--- config.mk ---
export PLATFORM = sky130hd
export DESIGN_NAME = store_rmw_ctrl
export DESIGN_NICKNAME = d
export VERILOG_FILES = /design/src/rtl/store_rmw_ctrl.sv
export SDC_FILE = /design/constraint.sdc
export NUM_CORES = 1
export LEC_CHECK = 0
export BUFFER_PORTS_ARGS = -buffer_cell sky130_fd_sc_hd__buf_2
export CORE_MARGIN = 4
export CORE_UTILIZATION = 43
export CTS_CLUSTER_DIAMETER = 150
export DETAILED_ROUTE_END_ITERATION = 10
export PLACE_DENSITY_LB_ADDON = 0.12
export SETUP_SLACK_MARGIN = 0.1
export SYNTH_ARGS = -nofsm -noshare
export SYNTH_HDL_FRONTEND = slang
export SYNTH_SLANG_ARGS = --single-unit
--- constraint.sdc ---
create_clock -name clock -period 3.1 [get_ports clock]
set_clock_uncertainty 0.2 [all_clocks]
set_input_delay 0.31 -clock clock [delete_from_list [all_inputs] [get_ports clock]]
set_output_delay 0.31 -clock clock [all_outputs]
set_load 0.05 [all_outputs]
--- src/rtl/store_rmw_ctrl.sv ---
// Sub-word store controller: read-modify-write of a 32-bit memory word for byte/half
// stores, direct write for word stores. Optional macro STORE_MISALIGN_TRAP_EN traps misaligned stores.
module store_rmw_ctrl #(
    parameter int READ_LATENCY = 1
) (
    input  logic        clock,
    input  logic        reset_n,
    input  logic        req,
    output logic        ready,
    input  logic [31:0] addr,
    input  logic [31:0] data,
    input  logic [2:0]  funct3,
    output logic [31:0] mem_addr,
    output logic        mem_rd_en,
    input  logic [31:0] mem_rdata,
    output logic        mem_wr_en,
    output logic [31:0] mem_wdata,
    output logic        done,
    output logic        err
);

    typedef enum logic [2:0] {
        S_IDLE   = 3'd0,
        S_READ   = 3'd1,
        S_WAIT   = 3'd2,
        S_WRITE  = 3'd3,
        S_FINISH = 3'd4
    } state_t;

    localparam logic [2:0] F3_BYTE = 3'b000;
    localparam logic [2:0] F3_HALF = 3'b001;
    localparam logic [2:0] F3_WORD = 3'b010;
    localparam logic [1:0] WAIT_LOAD = 2'(READ_LATENCY - 1);

    state_t      state_q, state_d;
    logic [31:0] addr_q, addr_d;
    logic [31:0] data_q, data_d;
    logic [2:0]  funct3_q, funct3_d;
    logic [31:0] rdata_q, rdata_d;
    logic [1:0]  cnt_q, cnt_d;

    logic        misaligned;
    logic        bad_op;

    // Replace the addressed lane(s) of the old word; half stores select by addr[1] only.
    function automatic logic [31:0] merge_store(
        input logic [31:0] old_word,
        input logic [31:0] new_data,
        input logic [1:0]  lane,
        input logic [2:0]  size
    );
        logic [31:0] w;
        w = old_word;
        case (size)
            F3_BYTE: begin
                case (lane)
                    2'd0:    w[7:0]   = new_data[7:0];
                    2'd1:    w[15:8]  = new_data[7:0];
                    2'd2:    w[23:16] = new_data[7:0];
                    default: w[31:24] = new_data[7:0];
                endcase
            end
            F3_HALF: begin
                if (lane[1]) w[31:16] = new_data[15:0];
                else         w[15:0]  = new_data[15:0];
            end
            default: w = new_data;
        endcase
        return w;
    endfunction

    always_comb begin
`ifdef STORE_MISALIGN_TRAP_EN
        misaligned = ((funct3 == F3_HALF) && addr[0]) ||
                     ((funct3 == F3_WORD) && (addr[1:0] != 2'b00));
`else
        misaligned = 1'b0;
`endif
        bad_op = (funct3 > F3_WORD) || misaligned;
    end

    always_ff @(posedge clock or negedge reset_n) begin
        if (!reset_n) begin
            state_q  <= S_IDLE;
            addr_q   <= 32'd0;
            data_q   <= 32'd0;
            funct3_q <= 3'd0;
            rdata_q  <= 32'd0;
            cnt_q    <= 2'd0;
        end else begin
            state_q  <= state_d;
            addr_q   <= addr_d;
            data_q   <= data_d;
            funct3_q <= funct3_d;
            rdata_q  <= rdata_d;
            cnt_q    <= cnt_d;
        end
    end

    always_comb begin
        state_d  = state_q;
        addr_d   = addr_q;
        data_d   = data_q;
        funct3_d = funct3_q;
        rdata_d  = rdata_q;
        cnt_d    = cnt_q;
        case (state_q)
            S_IDLE: begin
                if (req) begin
                    addr_d   = addr;
                    data_d   = data;
                    funct3_d = funct3;
                    if (bad_op)                 state_d = S_FINISH;
                    else if (funct3 == F3_WORD) state_d = S_WRITE;
                    else                        state_d = S_READ;
                end
            end
            S_READ: begin
                state_d = S_WAIT;
                cnt_d   = WAIT_LOAD;
            end
            // Old word is sampled on the final WAIT edge, READ_LATENCY cycles after the strobe.
            S_WAIT: begin
                if (cnt_q == 2'd0) begin
                    rdata_d = mem_rdata;
                    state_d = S_WRITE;
                end else begin
                    cnt_d = cnt_q - 2'd1;
                end
            end
            S_WRITE:  state_d = S_IDLE;
            S_FINISH: state_d = S_IDLE;
            default:  state_d = S_IDLE;
        endcase
    end

    always_comb begin
        ready     = (state_q == S_IDLE);
        mem_addr  = (state_q == S_IDLE) ? 32'd0 : {addr_q[31:2], 2'b00};
        mem_rd_en = (state_q == S_READ);
        mem_wr_en = (state_q == S_WRITE);
        mem_wdata = (state_q == S_WRITE) ? merge_store(rdata_q, data_q, addr_q[1:0], funct3_q)
                                         : 32'd0;
        done      = (state_q == S_WRITE) || (state_q == S_FINISH);
        err       = (state_q == S_FINISH);
    end

endmodule

After elaboration in Yosys (flattened, before gate mapping)
Index checks and enable logic that the tools add are counted.

storage, ports and cells
  logic and storage cells = 46
  register bits = 104
  input bits = 102

operators by class
  add/sub/neg operators = 1
  mux-type cells = 16
  equality and inequality tests = 11
  reduce and logical (&&, ||, !) cells = 11
  $lt $le $gt $ge = 1

operators by type and width
  cell                                                count
  two-way mux 32 bit                                  2
  one-hot mux 32 bit (2 select lines)                 1
  two-way mux 16 bit                                  2
  two-way mux 8 bit                                   4
  == test 3 x 2 -> 1 bit, second input constant       3
  two-way mux 3 bit                                   3
  one-hot mux 3 bit (3 select lines)                  1
  AND reduction 2 bit                                 4
  == test 3 x 1 -> 1 bit, second input constant       2
  zero test 3 bit                                     2
  inequality test 2 bit, second input constant        3
  zero test 2 bit                                     2
  two-way mux 2 bit                                   2
  one-hot mux 2 bit (2 select lines)                  1
  == test 3 bit, second input constant                1
  > comparator 3 x 2 -> 1 bit, second input constant  1
  OR reduction 3 bit                                  1
  == test 2 x 1 -> 1 bit, second input constant       1
  == test 2 bit, second input constant                1
  nonzero test 2 bit                                  1
  subtractor 2 x 1 -> 2 bit, second input constant    1
  logical OR 1 bit                                    1

Depth between registers and ports, before layout
  word-level depth = 5
  mapped depth = 8

Least setup slack after synthesis
Ideal clock, no wire load.

  path kind = register to output
  from = reg state_q[0]
  to = out done
  buffers on the path = 1
  slack = 0.439 ns
  data arrival time = 2.151 ns
  cell stages (with the launch flop) = 4
  required time = 2.590 ns
  cells stage by stage = dfrtp_1 buf_4 nor3b_1 or2_2

between the ends
  longest elaborated chain between the ends = 2

ends and longest elaborated chain
  item                    line  RTL
  start, declared         35    state_t state_q, state_d;
  start signal, assigned  91    state_q <= state_d;
  == test 3 bit           --
  named net err           19    output logic err
  logical OR 1 bit        144   done = (state_q == S_WRITE) || (state_q == S_FINISH);
  end, declared           18    output logic done,

The timed path passes the listed nets, and every way through them passes these cells.

Worst setup path after layout
  from = reg funct3_q[1]
  to = out mem_wdata[25]

between the ends
  longest elaborated chain between the ends = 3

ends and longest elaborated chain
  item                                                              line  RTL
  start, declared                                                   38    logic [2:0] funct3_q, funct3_d;
  start signal, assigned                                            94    funct3_q <= funct3_d;
  == test 3 x 1 -> 1 bit / zero test 3 bit (equally long branches)  54    case (size)
  one-hot mux 32 bit (2 select lines) (*)                           54
  two-way mux 32 bit (*)                                            142   mem_wdata = (state_q == S_WRITE) ? merge_store(rdata_q, data_q, addr_q[1:0], funct3_q)
  end, declared                                                     17    output logic [31:0] mem_wdata,

Mark *: on every way between the ends. The rest lies on a longest branch, timed or not.

==> reports/results.ini <==
[die]
die_w_um = 118
chipHeight_um = 118
fp.dieArea_um2 = 13900
ioPinCount = 171
placementRows = 39
start_util_pct = 44.7
fp.coreArea_um2 = 11600

[synthesis]
most_area_hungry_cell_type_in_the_yosys_netlist = sky130_fd_sc_hd__dfrtp_1
register_area_share_after_synthesis_pct = 50.2
syn_area_cell_um2 = 9.24
yosysWarnings = 0
synth_flop_cell = sky130_fd_sc_hd__dfrtp_1
yosys_reg_bits = 104
total_standard_cell_area_after_synthesis_um2 = 5190
post_synth_most_frequent_cells = sky130_fd_sc_hd__nand2_1, sky130_fd_sc_hd__dfrtp_1, sky130_fd_sc_hd__mux2_2
most_frequently_used_cell_type_in_the_post_synthesis_netlist = sky130_fd_sc_hd__nand2_1
yosysTopAreaCellShare_pct = 50.2
synth-async-reset-ratio_pct = 100
yosysUniqueCellTypes = 38
synth_enable_flop_cells = 0
synthCells = 561
synth_area_leaders = sky130_fd_sc_hd__dfrtp_1, sky130_fd_sc_hd__nand2_1, sky130_fd_sc_hd__mux2_2

[power]
peakVddDrop_mv = 0.666
power_density_nw_per_um2 = 1100
p_leak_uw = 0.00375
power_frac_seq_pct = 32.2
power.combinational.fraction_pct = 52.4
power_frac_clock_pct = 15.3
power.net_switching_uw = 3810
p_int_uw = 4160
net_switching_share_of_the_total_power_pct = 47.8

[timing]
final_max_slew_viol_count = 0
achievable-frequency_mhz = 355
timing.final.crit_period_ns = 2.82
timing_worst_slew_pin_value_ns = 0.701
grt_setup_unrepaired = false
final_hold_viol_count = 0
final.setup.worst_slack_ns = 0.281
finalSetupViolations = 0
timing.setup.tns_ns = 0
worst_slew_margin_rel_pct = 53.3
period_share_pct = 90.9

[min_path]
worstHoldPathCells = 2
worstHoldPathType = input port to flip-flop

[final_layout]
finish.net_count = 902
areaGrowthSynthToFinish_pct = 40.0
layout-drive-gt1-share_pct = 30.8
stdcell_area_um2 = 7260

[critical_path]
cp_data_arrival_time_ns = 2.31
r2r_cells = 5
critPathRequiredTime_ns = 2.59
critical_path.cell_chain = or2_1, nor3_1, a22oi_1, a21oi_1, buf_2
worstSetupPathType = flip-flop to output pin
critPathSlowestCell = sky130_fd_sc_hd__or2_1
critical_path.startpoint_type = flip-flop
worstSetupEndpointType = output pin
reg2reg_setup_slack_ns = 1.06
critical_path.max_fanout = 19
critPathMaxStageDelay_ns = 0.47

[global_routing]
number_of_global_route_vias_before_repair = 4917
antenna_found_initial = 1
grt_start_max_net_pins = 55
grt_overflow_total = 0
grt_usage_pct = 22.1
first_pass_grt_wire_length_mm = 24.9

[cts]
cts_buffers = 9
tritoncts = yes
cts_num_sinks = 104
path_clk_slew_ns = 0.07
max-clock-path-buffers = 2
worst_skew_pair.late_latency_ns = 0.34
clockRootBuffer = sky130_fd_sc_hd__clkbuf_16
postCtsSetupBuffers = 0
htree_num_levels = 3

[detailed_routing]
top_layer = met4
drt_wl_total_mm = 15.0
drt_iter0_drc = 269
met3_wirelength_um = 983
met2RoutedLength_mm = 7.00
routedWlPerCell_um = 15.8
drt-pass1-iter-count = 4
antenna_left = 0
route.detailed.drc = 0
via_per_inst = 4.93
routedLengthMet1_mm = 6.65
route.vias.total = 4670

[place]
post_dp_cell_area_um2 = 6070
portBuffers = 168
final_wtd_congestion = 0.984
dp_worst_setup_slack_ns = 0.557
place_hpwl_mm = 10.2

[job]
drv_cap = 0

[run_status]
status = complete, no violations

[layout make-up]
| type | instances | area (um^2) |
|---|---|---|
| clock inverters | 6 | 82.6 |
| fillers | 978 | 4350 |
| diodes | 1 | 2.50 |
| repair buffers | 263 | 1780 |
| inverters | 6 | 22.5 |
| flip-flops and latches | 104 | 2600 |
| multi-input cells | 415 | 2350 |
| well taps | 143 | 179 |
| clock buffers | 10 | 239 |
[worst max-delay path: cells and delay by family (launching register included)]
kind                   cells  cell delay, ns
and+or+nand+nor            2            0.87
DFF                        1            0.41
AOI/OAI and AO/OA          2            0.37
buffers and inverters      1            0.31
[worst paths after layout]
path,startpoint,to
worst max register to register,cnt_q[0],rdata_q[30]
worst min-delay path,mem_rdata[7],rdata_q[7]
min in group asynchronous,reset_n,data_q[1]
worst max-delay path,funct3_q[1],mem_wdata[25]
worst min register to register,addr_q[20],addr_q[20]
max in group asynchronous,reset_n,addr_q[3]
[routing by layer]
metal,up-vias,global-route usage (%)
li1,2312,-
met1,2170,28.5
met2,161,36.2
met3,27,5.38
met4,0,8.21
met5,-,0
[cells by family after synthesis]
logic type	synth area share [%]
flip-flops	50.2
adder cells (fa/ha/maj)	0.241
AND/OR/NAND/NOR	24.2
AO/OA/AOI/OAI	7.67
other	0.0723
multiplexers	12.9
buffers and inverters	4.78
[timing repair]
item | in CTS | in global routing
gates resized for setup | 0 | 1
hold buffers | 86 | 0
setup endpoints to repair | 0 | 10
endpoints found under the hold margin | 138 | 0
[layout by cell type (no fill, tap or decap), types with 2 or more instances in the layout]
master | netlist | routed
sky130_fd_sc_hd__mux2i_1 | 16 | 16
sky130_fd_sc_hd__nor2_1 | 19 | 19
sky130_fd_sc_hd__inv_1 | 6 | 6
sky130_fd_sc_hd__dfrtp_1 | 104 | 104
sky130_fd_sc_hd__nor2b_1 | 32 | 32
sky130_fd_sc_hd__nor3_1 | 4 | 4
sky130_fd_sc_hd__a31oi_1 | 7 | 7
sky130_fd_sc_hd__buf_4 | 4 | 9
sky130_fd_sc_hd__nand2_1 | 219 | 218
sky130_fd_sc_hd__a211oi_1 | 9 | 9
sky130_fd_sc_hd__a22oi_1 | 16 | 16
sky130_fd_sc_hd__a21oi_1 | 14 | 14
sky130_fd_sc_hd__o21ai_0 | 11 | 11
sky130_fd_sc_hd__clkinv_2 | 0 | 3
sky130_fd_sc_hd__bufinv_16 | 0 | 2
sky130_fd_sc_hd__nor3b_1 | 2 | 2
sky130_fd_sc_hd__conb_1 | 1 | 2
sky130_fd_sc_hd__dlygate4sd3_1 | 0 | 86
sky130_fd_sc_hd__mux2_2 | 45 | 45
sky130_fd_sc_hd__nand2b_1 | 2 | 2
sky130_fd_sc_hd__clkbuf_16 | 0 | 9
sky130_fd_sc_hd__buf_2 | 14 | 167
sky130_fd_sc_hd__nor2_4 | 1 | 2
[metrics by stage]
step           instances  hold slack, ns  total power [uW]  util (%)
3_5_place_dp         845           0.210              6690      52.3
3_3_place_gp         845           0.202              6600      52.3
6_report             948          0.0122              7970      62.5
2_1_floorplan        562          -0.186              5750         -
4_1_cts              947         0.00180              8020      62.5
5_1_grt              948         0.00574              8500      62.5
[power groups by stage]
stage	Combinational (uW)	Clock, uW	Sequential (uW)
finish	4180	1220	2570
global route	4520	1320	2660
global placement	4050	0	2550
detailed placement	4110	0	2580
CTS	4200	1260	2560
floorplan	3440	0	2310
[registers in the layout, indices dropped and copies added (netlist names)]
signal and count:
addr_q 32, rdata_q 32, cnt_q 2, funct3_q 3, state_q 3, data_q 32
No activity file was read; power rests on OpenSTA's default activity.
